## src/rtl/neuron_target_sequencer.sv

```systemverilog
// neuron_target_sequencer: per-sample training step controller (forward, capture, serial error walk, learn strobe).
// Define NEURON_TARGET_SQERR_EN to accumulate truncated squared error instead of absolute error.
module neuron_target_sequencer #(
  parameter int M          = 31,
  parameter int VW         = 16,
  parameter int RATE_SHIFT = 2,
  parameter int LAT        = 1,
  parameter int ERR_W      = VW + 5
) (
  input  logic                  clock,
  input  logic                  reset_n,
  input  logic                  start,
  input  logic [M-1:0][VW-1:0]  target,
  input  logic [M-1:0][VW-1:0]  layer_out,
  output logic                  layer_valid,
  output logic                  layer_learn,
  output logic [M-1:0][VW-1:0]  expected_out,
  output logic                  busy,
  output logic                  done,
  output logic [ERR_W-1:0]      err_sum,
  output logic                  err_valid
);
  localparam int IW = M > 1 ? $clog2(M) : 1;
  localparam int CW = LAT > 1 ? $clog2(LAT) : 1;
  typedef enum logic [2:0] {IDLE, FWD, WAIT, CAP, ERR, LEARN, DONE} state_t;
  state_t state, state_d;
  logic [M-1:0][VW-1:0] tgt, cap;
  logic [IW-1:0] idx;
  logic [CW-1:0] wcnt;
  logic [ERR_W-1:0] acc, inc;
  logic [VW-1:0] t_i, c_i, ad, upd;
  logic signed [VW:0] d, sh;
  always_comb begin
    state_d = state;
    case (state)
      IDLE:    state_d = start ? FWD : IDLE;
      FWD:     state_d = LAT == 0 ? CAP : WAIT;
      WAIT:    state_d = wcnt == CW'(LAT - 1) ? CAP : WAIT;
      CAP:     state_d = ERR;
      ERR:     state_d = idx == IW'(M - 1) ? LEARN : ERR;
      LEARN:   state_d = DONE;
      default: state_d = IDLE;
    endcase
  end
  // One lane per cycle: signed difference, floor-shifted step toward the label.
  always_comb begin
    t_i = tgt[idx];
    c_i = cap[idx];
    d   = $signed({1'b0, t_i}) - $signed({1'b0, c_i});
    sh  = d >>> RATE_SHIFT;
    ad  = d[VW] ? VW'(-d) : d[VW-1:0];
    upd = c_i + sh[VW-1:0];
  end
`ifdef NEURON_TARGET_SQERR_EN
  logic [2*VW-1:0] sq;
  always_comb begin
    sq  = (2*VW)'(ad) * (2*VW)'(ad);
    inc = ERR_W'(sq[2*VW-1:VW]);
  end
`else
  always_comb inc = ERR_W'(ad);
`endif
  always_ff @(posedge clock or negedge reset_n) begin
    if (!reset_n) begin
      state        <= IDLE;
      tgt          <= '0;
      cap          <= '0;
      idx          <= '0;
      wcnt         <= '0;
      acc          <= '0;
      expected_out <= '0;
      err_sum      <= '0;
      err_valid    <= 1'b0;
      layer_valid  <= 1'b0;
      layer_learn  <= 1'b0;
      busy         <= 1'b0;
      done         <= 1'b0;
    end else begin
      state       <= state_d;
      layer_valid <= state_d == FWD || state_d == LEARN;
      layer_learn <= state_d == LEARN;
      busy        <= state_d != IDLE;
      done        <= state_d == DONE;
      wcnt        <= state == WAIT ? wcnt + CW'(1) : '0;
      if (state == IDLE && start) begin
        tgt <= target;
        acc <= '0;
      end
      if (state == CAP) begin
        cap <= layer_out;
        idx <= '0;
      end
      if (state == ERR) begin
        expected_out[idx] <= upd;
        acc               <= acc + inc;
        idx               <= idx + IW'(1);
      end
      if (state == LEARN) begin
        err_sum   <= acc;
        err_valid <= 1'b1;
      end
    end
  end
endmodule

```

## config.mk

```make
export PLATFORM = sky130hd
export DESIGN_NAME = neuron_target_sequencer
export DESIGN_NICKNAME = d
export VERILOG_FILES = /design/src/rtl/neuron_target_sequencer.sv
export SDC_FILE = /design/constraint.sdc
export NUM_CORES = 2
export LEC_CHECK = 0
export BUFFER_PORTS_ARGS = -buffer_cell sky130_fd_sc_hd__buf_2
export CORE_AREA = 2 2 590 592
export CTS_CLUSTER_DIAMETER = 80
export DETAILED_ROUTE_END_ITERATION = 8
export DIE_AREA = 0 0 592 594
export GPL_ROUTABILITY_DRIVEN = 0
export PLACE_DENSITY = 0.42
export RECOVER_POWER = 25
export SETUP_SLACK_MARGIN = 0.3
export SYNTH_ARGS = -nofsm -noshare
export SYNTH_HDL_FRONTEND = slang
export SYNTH_SLANG_ARGS = --single-unit
```

## constraint.sdc

```tcl
create_clock -name clock -period 8.1 [get_ports clock]
set_input_delay 0.405 -clock clock [delete_from_list [all_inputs] [get_ports clock]]
set_output_delay 0.405 -clock clock [all_outputs]
set_load 0.1 [all_outputs]
```

# Yosys cells after proc, flatten, opt, wreduce, memory -nomap -nowiden
# Cells that the tools add are included.
[word_totals]
inputBits = 995
ff_bits = 1544
word_cells = 144
output_inout_bits = 522
[op_classes]
addsub = 6
eq_ne = 9
reduce_logical = 7
n_lt_le_gt_ge = 2
mux = 17
[ops]
columns = ["cell", "count"]
rows = [
  ["bitwise mux 496 bit", 1],
  ["binary-select mux 16 bit (select 5 bit)", 2],
  ["demux 16 bit (select 5 bit)", 1],
  ["two-way mux 16 bit", 4],
  ["two-way mux 21 bit", 2],
  ["adder 21 x 16 -> 21 bit", 1],
  ["one-hot mux 3 bit (6 select lines)", 1],
  ["subtractor 16 x 16 -> 17 bit", 1],
  ["adder 16 bit", 1],
  ["negation 16 bit", 1],
  ["== test 3 bit (second input constant)", 4],
  ["two-way mux 5 bit", 2],
  ["== test 3 x 1 -> 1 bit (second input constant)", 2],
  ["== test 3 x 2 -> 1 bit (second input constant)", 2],
  ["less-than comparator 5 x 6 -> 1 bit (second input constant)", 1],
  ["adder 5 x 1 -> 5 bit (second input constant)", 1],
  ["== test 5 bit (second input constant)", 1],
  ["greater-or-equal comparator 5 x 1 -> 1 bit (second input constant)", 1],
  ["two-way mux 1 bit", 4],
  ["nonzero test 2 bit", 2],
  ["zero test 3 bit", 1],
  ["nonzero test 3 bit", 1],
  ["logical AND 1 bit", 2],
  ["adder 1 bit (second input constant)", 1],
  ["logical OR 1 bit", 1],
]

# Depth between registers and ports, before layout
[depth]
word_depth = 7
mapped_depth = 33
mapped_depth_nobuf = 26

# Worst setup path after synthesis
# OpenSTA, ideal clock, no wires.
[synth_timing]
path_type = "register to register"
start = "register idx[0]"
end = "register acc[18]"
stages_incl_launch_ff = 32
arrival_ps = 7028
required_time_ps = 8021
n_path_buf = 7
setup_time_ps = 79
path_slack_ps = 993
period_less_slack_ps = 7107
cell_sequence = "dfrtp_1 buf_2 buf_2 buf_2 buf_2 buf_2 mux4_2 a22oi_1 a21oi_1 a21oi_1 ha_1 inv_1 fa_1 a211oi_1 o211ai_1 nand3_1 a211oi_1 or2_2 clkbuf_1 inv_1 clkbuf_1 nand2_1 xnor2_1 ha_1 and2_1 a22oi_1 and3_1 o211ai_1 a31o_2 a2111o_1 nand4_1 mux2i_1"
[synth_between]
elab_chain_cells = 7
word_cells_on_any_way = 9
cone_classes = "3 x add/sub; 6 x mux"
[synth_lines]
columns = ["item", "line", "source"]
rows = [
  ["start: declaration", "28", "logic [IW-1:0] idx;"],
  ["start signal: assignment", "96", "idx <= idx + IW'(1);"],
  ["binary-select mux 16 bit (select 5 bit) (on tied branches)", "47, 48", ""],
  ["two-way mux 16 bit (on tied branches)", "47, 48", ""],
  ["subtractor 16 x 16 -> 17 bit (*)", "49", "d = $signed({1'b0, t_i}) - $signed({1'b0, c_i});"],
  ["negation 16 bit", "51", "ad = d[VW] ? VW'(-d) : d[VW-1:0];"],
  ["two-way mux 16 bit (*)", "51", ""],
  ["adder 21 x 16 -> 21 bit (*)", "95", "acc <= acc + inc;"],
  ["two-way mux 21 bit (*)", "93", "if (state == ERR) begin"],
  ["end signal: assignment", "95", ""],
  ["end: declaration", "30", "logic [ERR_W-1:0] acc, inc;"],
]
# Mark *: on every way between the ends. The rest lies on a longest branch, timed or not. The select of a mux whose other input is x is not followed.
# A chain may end at the register's enable or synchronous reset.

# Final worst setup path
[layout_timing]
start = "register idx[1]"
end = "register expected_out[479] (netlist bit)"
[layout_between]
elab_chain_cells = 5
word_cells_on_any_way = 12
cone_classes = "2 x add/sub; 2 x order compare; 7 x mux; 1 x reduce/logical"
[layout_lines]
columns = ["item", "line", "source"]
rows = [
  ["binary-select mux 16 bit (select 5 bit) (tied with other cells)", "47", "t_i = tgt[idx];"],
  ["two-way mux 16 bit (implied by the code) (tied with other cells)", "47", ""],
  ["subtractor 16 x 16 -> 17 bit or two-way mux 16 bit (tied branches)", "49, 94", ""],
  ["adder 16 bit or demux 16 bit (select 5 bit) (tied branches)", "52, 94", ""],
  ["bitwise mux 496 bit (*)", "94", "expected_out[idx] <= upd;"],
  ["end signal: indexed assignment", "94", ""],
  ["end: declaration", "17", "output logic [M-1:0][VW-1:0] expected_out,"],
]
# Marked as above.

==> reports/qor.txt <==
Setup Skew: 0.0669 ns
CP delay by family, top: compound AO/OA/AOI/OAI gates
P&R area growth vs syn: 44.5%
clk slew on worst S/H paths: 0.07 ns
via count: 57500
initial core utilization: 19.6%
DRC Markers: 0
FMAX: 133 MHz
outcome: finished, violations left
MaxCap Viol Count: 8
largest net degree at the start of global routing: 175
register area: 38700 um^2
layout cell share with drive strength beyond 1: 32.4%
clk_lat worst skew: 0.90 ns
asr flop ratio synth: 100%
vias in the first global route: 60200
Hold Path Class: primary input to flip-flop
Crit Path Max Fanout: 43
syn nets: 7147
crit path DAT: 8.19 ns
reg2reg start: idx[1]
final wirelength: 355 mm
placed cell area: 81200 um^2
cell count after placement: 11900
commonest register cell after synthesis: dfrtp_1
CTS H-tree lvls: 4
core box area: 345000 um^2
clk sinks: 1544
Avg Cell Area, Syn: 11.1 um^2
crit path launch type: flip-flop
total track usage: 19.6%
die span in y: 594 um
post-layout instance area: 97900 um^2
EDFF count, synth: 0
failing checks: max-capacitance violations, max-slew violations
Final Cycle Share: 92.6%
die width: 592 um
maximum clock insertion buffer count: 4
Final min period: 7.50 ns
Slew Viols, Final: 663
grt ovf: 0
Hold Startpoint: target[419]
Syn Inst Count: 6097
Seq/Total Area, Yosys: 57.0%
setup TNS: 0 ns
RSZ-0062 raised after global routing: false
CP bufs+invs: 4
worst-margin pin slew: 5.98 ns
Cell variety after synth: 74
number of I/O port buffers: 1516
Setup CP Type: flip-flop to flip-flop
DR vias/cell: 4.30
CP max stage delay: 0.78 ns
fin cells: 13400
area of the multi-input gates: 27500 um^2
fillers: 36300
Root Driver: clkbuf_16
slew margin rel.: -299%
worst path cell trace: buf_12, buf_4, mux4_2, mux2i_1, o32a_1, o221ai_1, ha_1, nor2b_1, o2111ai_1, a21oi_1, or3_1, and2_1, ha_1, o21a_1, o21a_1, o22ai_1, buf_4, o21ai_0, nor3b_2, o311ai_1, a21oi_4, buf_12, o31ai_2
number of nets in the layout: 9597
Final Core Density: 28.4%
io pins: 1517
Req. time, crit path: 8.80 ns
post-DP HPWL: 272 mm
# setup viols final: 0
first-pass GRT wire length: 484 mm
Antenna Nets Post-Route: 0
Warnings, synthesis: 0
crit end category: flip-flop
final hold vios: 0
die area: 352000 um^2
DR iter-0 viols: 3953
critical path's slowest cell: dfrtp_4
row count: 216
total CTS buffers: 195
register bit count reported by yosys: 1544
routed len/inst: 26.5 um
First-pass DRT Iterations: 7
CTS tree: yes
synthesized area: 67700 um^2
initial antenna violation count: 159
crit path launch: idx[1]
==> cell type report <==
| type | instances | area share [%] |
|---|---|---|
| Clock buffer | 283 | 5.86 |
| Sequential cell | 1544 | 39.5 |
| Clock inverter | 63 | 0.783 |
| Tap cell | 4578 | 5.85 |
| Inverter | 40 | 0.161 |
| Multi-Input combinational cell | 4081 | 28.0 |
| Timing Repair Buffer | 2685 | 19.6 |
| Antenna cell | 104 | 0.266 |
==> worst paths after layout <==
path                                           to  slack [ns]  cells past startpoint
worst max-delay path            expected_out[479]        0.60                     23
worst min-delay path                     tgt[419]        0.24                      4
worst max register to register  expected_out[479]        0.60                     23
worst min register to register               wcnt        0.42                      1
max in group asynchronous        expected_out[68]        1.51                      4
min in group asynchronous       expected_out[225]        1.46                      2
==> kinds of logic (layout without fill, tap and decap cells) <==
kind of cell | Yosys count | after routing | share of synthesized area, %
simple gates | 2431 | 2431 | 13.9
flops | 1544 | 1544 | 57.0
mux | 820 | 820 | 17.5
compound gates | 732 | 732 | 7.14
buf+inv | 472 | 3071 | 2.86
fa+ha+maj | 55 | 55 | 1.05
xor+xnor | 43 | 43 | 0.556
other cells | 0 | 104 | 0
==> registers in the layout (all words and copies together) (netlist names), 3 cells and up <==
register      count
cap             496
tgt             496
state             3
idx               5
expected_out    496
err_sum          21
acc              21
==> synth_stat cells, types with 11 or more instances <==
cell | instances | area (um^2)
a21o_1 | 14 | 105
a21oi_1 | 47 | 235
a221oi_1 | 22 | 193
and2_1 | 12 | 75.1
buf_1 | 33 | 124
buf_2 | 45 | 225
buf_6 | 13 | 146
clkbuf_1 | 338 | 1270
dfrtp_1 | 1544 | 38600
ha_1 | 52 | 651
inv_1 | 40 | 150
mux2_2 | 522 | 5880
mux2i_1 | 59 | 591
mux4_2 | 239 | 5380
nand2_1 | 2240 | 8410
nand2b_1 | 12 | 75.1
nand3_1 | 13 | 65.1
nor2_1 | 83 | 312
nor2b_1 | 11 | 68.8
nor3_1 | 19 | 95.1
o211ai_1 | 11 | 82.6
o21a_1 | 11 | 82.6
o21ai_0 | 373 | 1870
o21ai_1 | 31 | 155
o31ai_1 | 70 | 526
o31ai_2 | 58 | 726
xnor2_1 | 26 | 228
xor2_1 | 17 | 149
==> per-stage QoR <==
stage | hold slack (ns) | worst slack, ns
3_3_place_gp | 0.404 | 0.324
4_1_cts | 0.130 | 0.389
2_1_floorplan | 0.109 | 0.993
5_1_grt | 0.179 | 0.311
6_report | 0.236 | 0.603
3_5_place_dp | 0.408 | 0.198
==> placed cells by master (no fill, tap or decap), types with 10 or more instances in the layout <==
master,count
nand2_1,2236
dfrtp_1,1539
buf_2,1445
dlygate4sd3_1,993
mux2_2,522
o21ai_0,370
mux4_2,239
clkbuf_16,198
buf_4,135
clkbuf_1,110
diode_2,104
nor2_1,76
o31ai_1,70
o31ai_2,58
mux2i_1,57
ha_1,51
clkbuf_8,48
a21oi_1,47
inv_1,38
o21ai_1,34
buf_12,29
xnor2_1,23
clkinv_2,22
a221oi_1,17
nor3_1,15
xor2_1,14
nand3_1,12
a21o_1,12
and2_1,11
o211ai_1,11
nand2b_1,10
a22o_1,10
a22oi_1,10
==> metal layers <==
layer  global-route usage (%)  up-vias  share of wire [%]
li1                         -    25800                  -
met1                     24.9    28900                 42
met2                     32.4     2179                 47
met3                     4.03      558                6.3
met4                     8.06       46                4.2
met5                        0        -              0.079
==> what timing repair did <==
action                     4_1_cts  5_1_grt
setup endpoints to repair       77      141
resized for setup                2       11
hold buffers                   993        0
hold endpoints to repair      1137        0
gates cloned                     0        1
pin swaps                        0        1
buffers inserted                 0        4
==> worst min-delay path: stages <==
cell and delay [ns]:
dlygate4sd3_1 0.52, buf_2 0.09, nand2_1 0.04, nand2_1 0.04
Power is not shown: default switching activity piles up to over one toggle a cycle in this logic, so the estimate is an artifact.
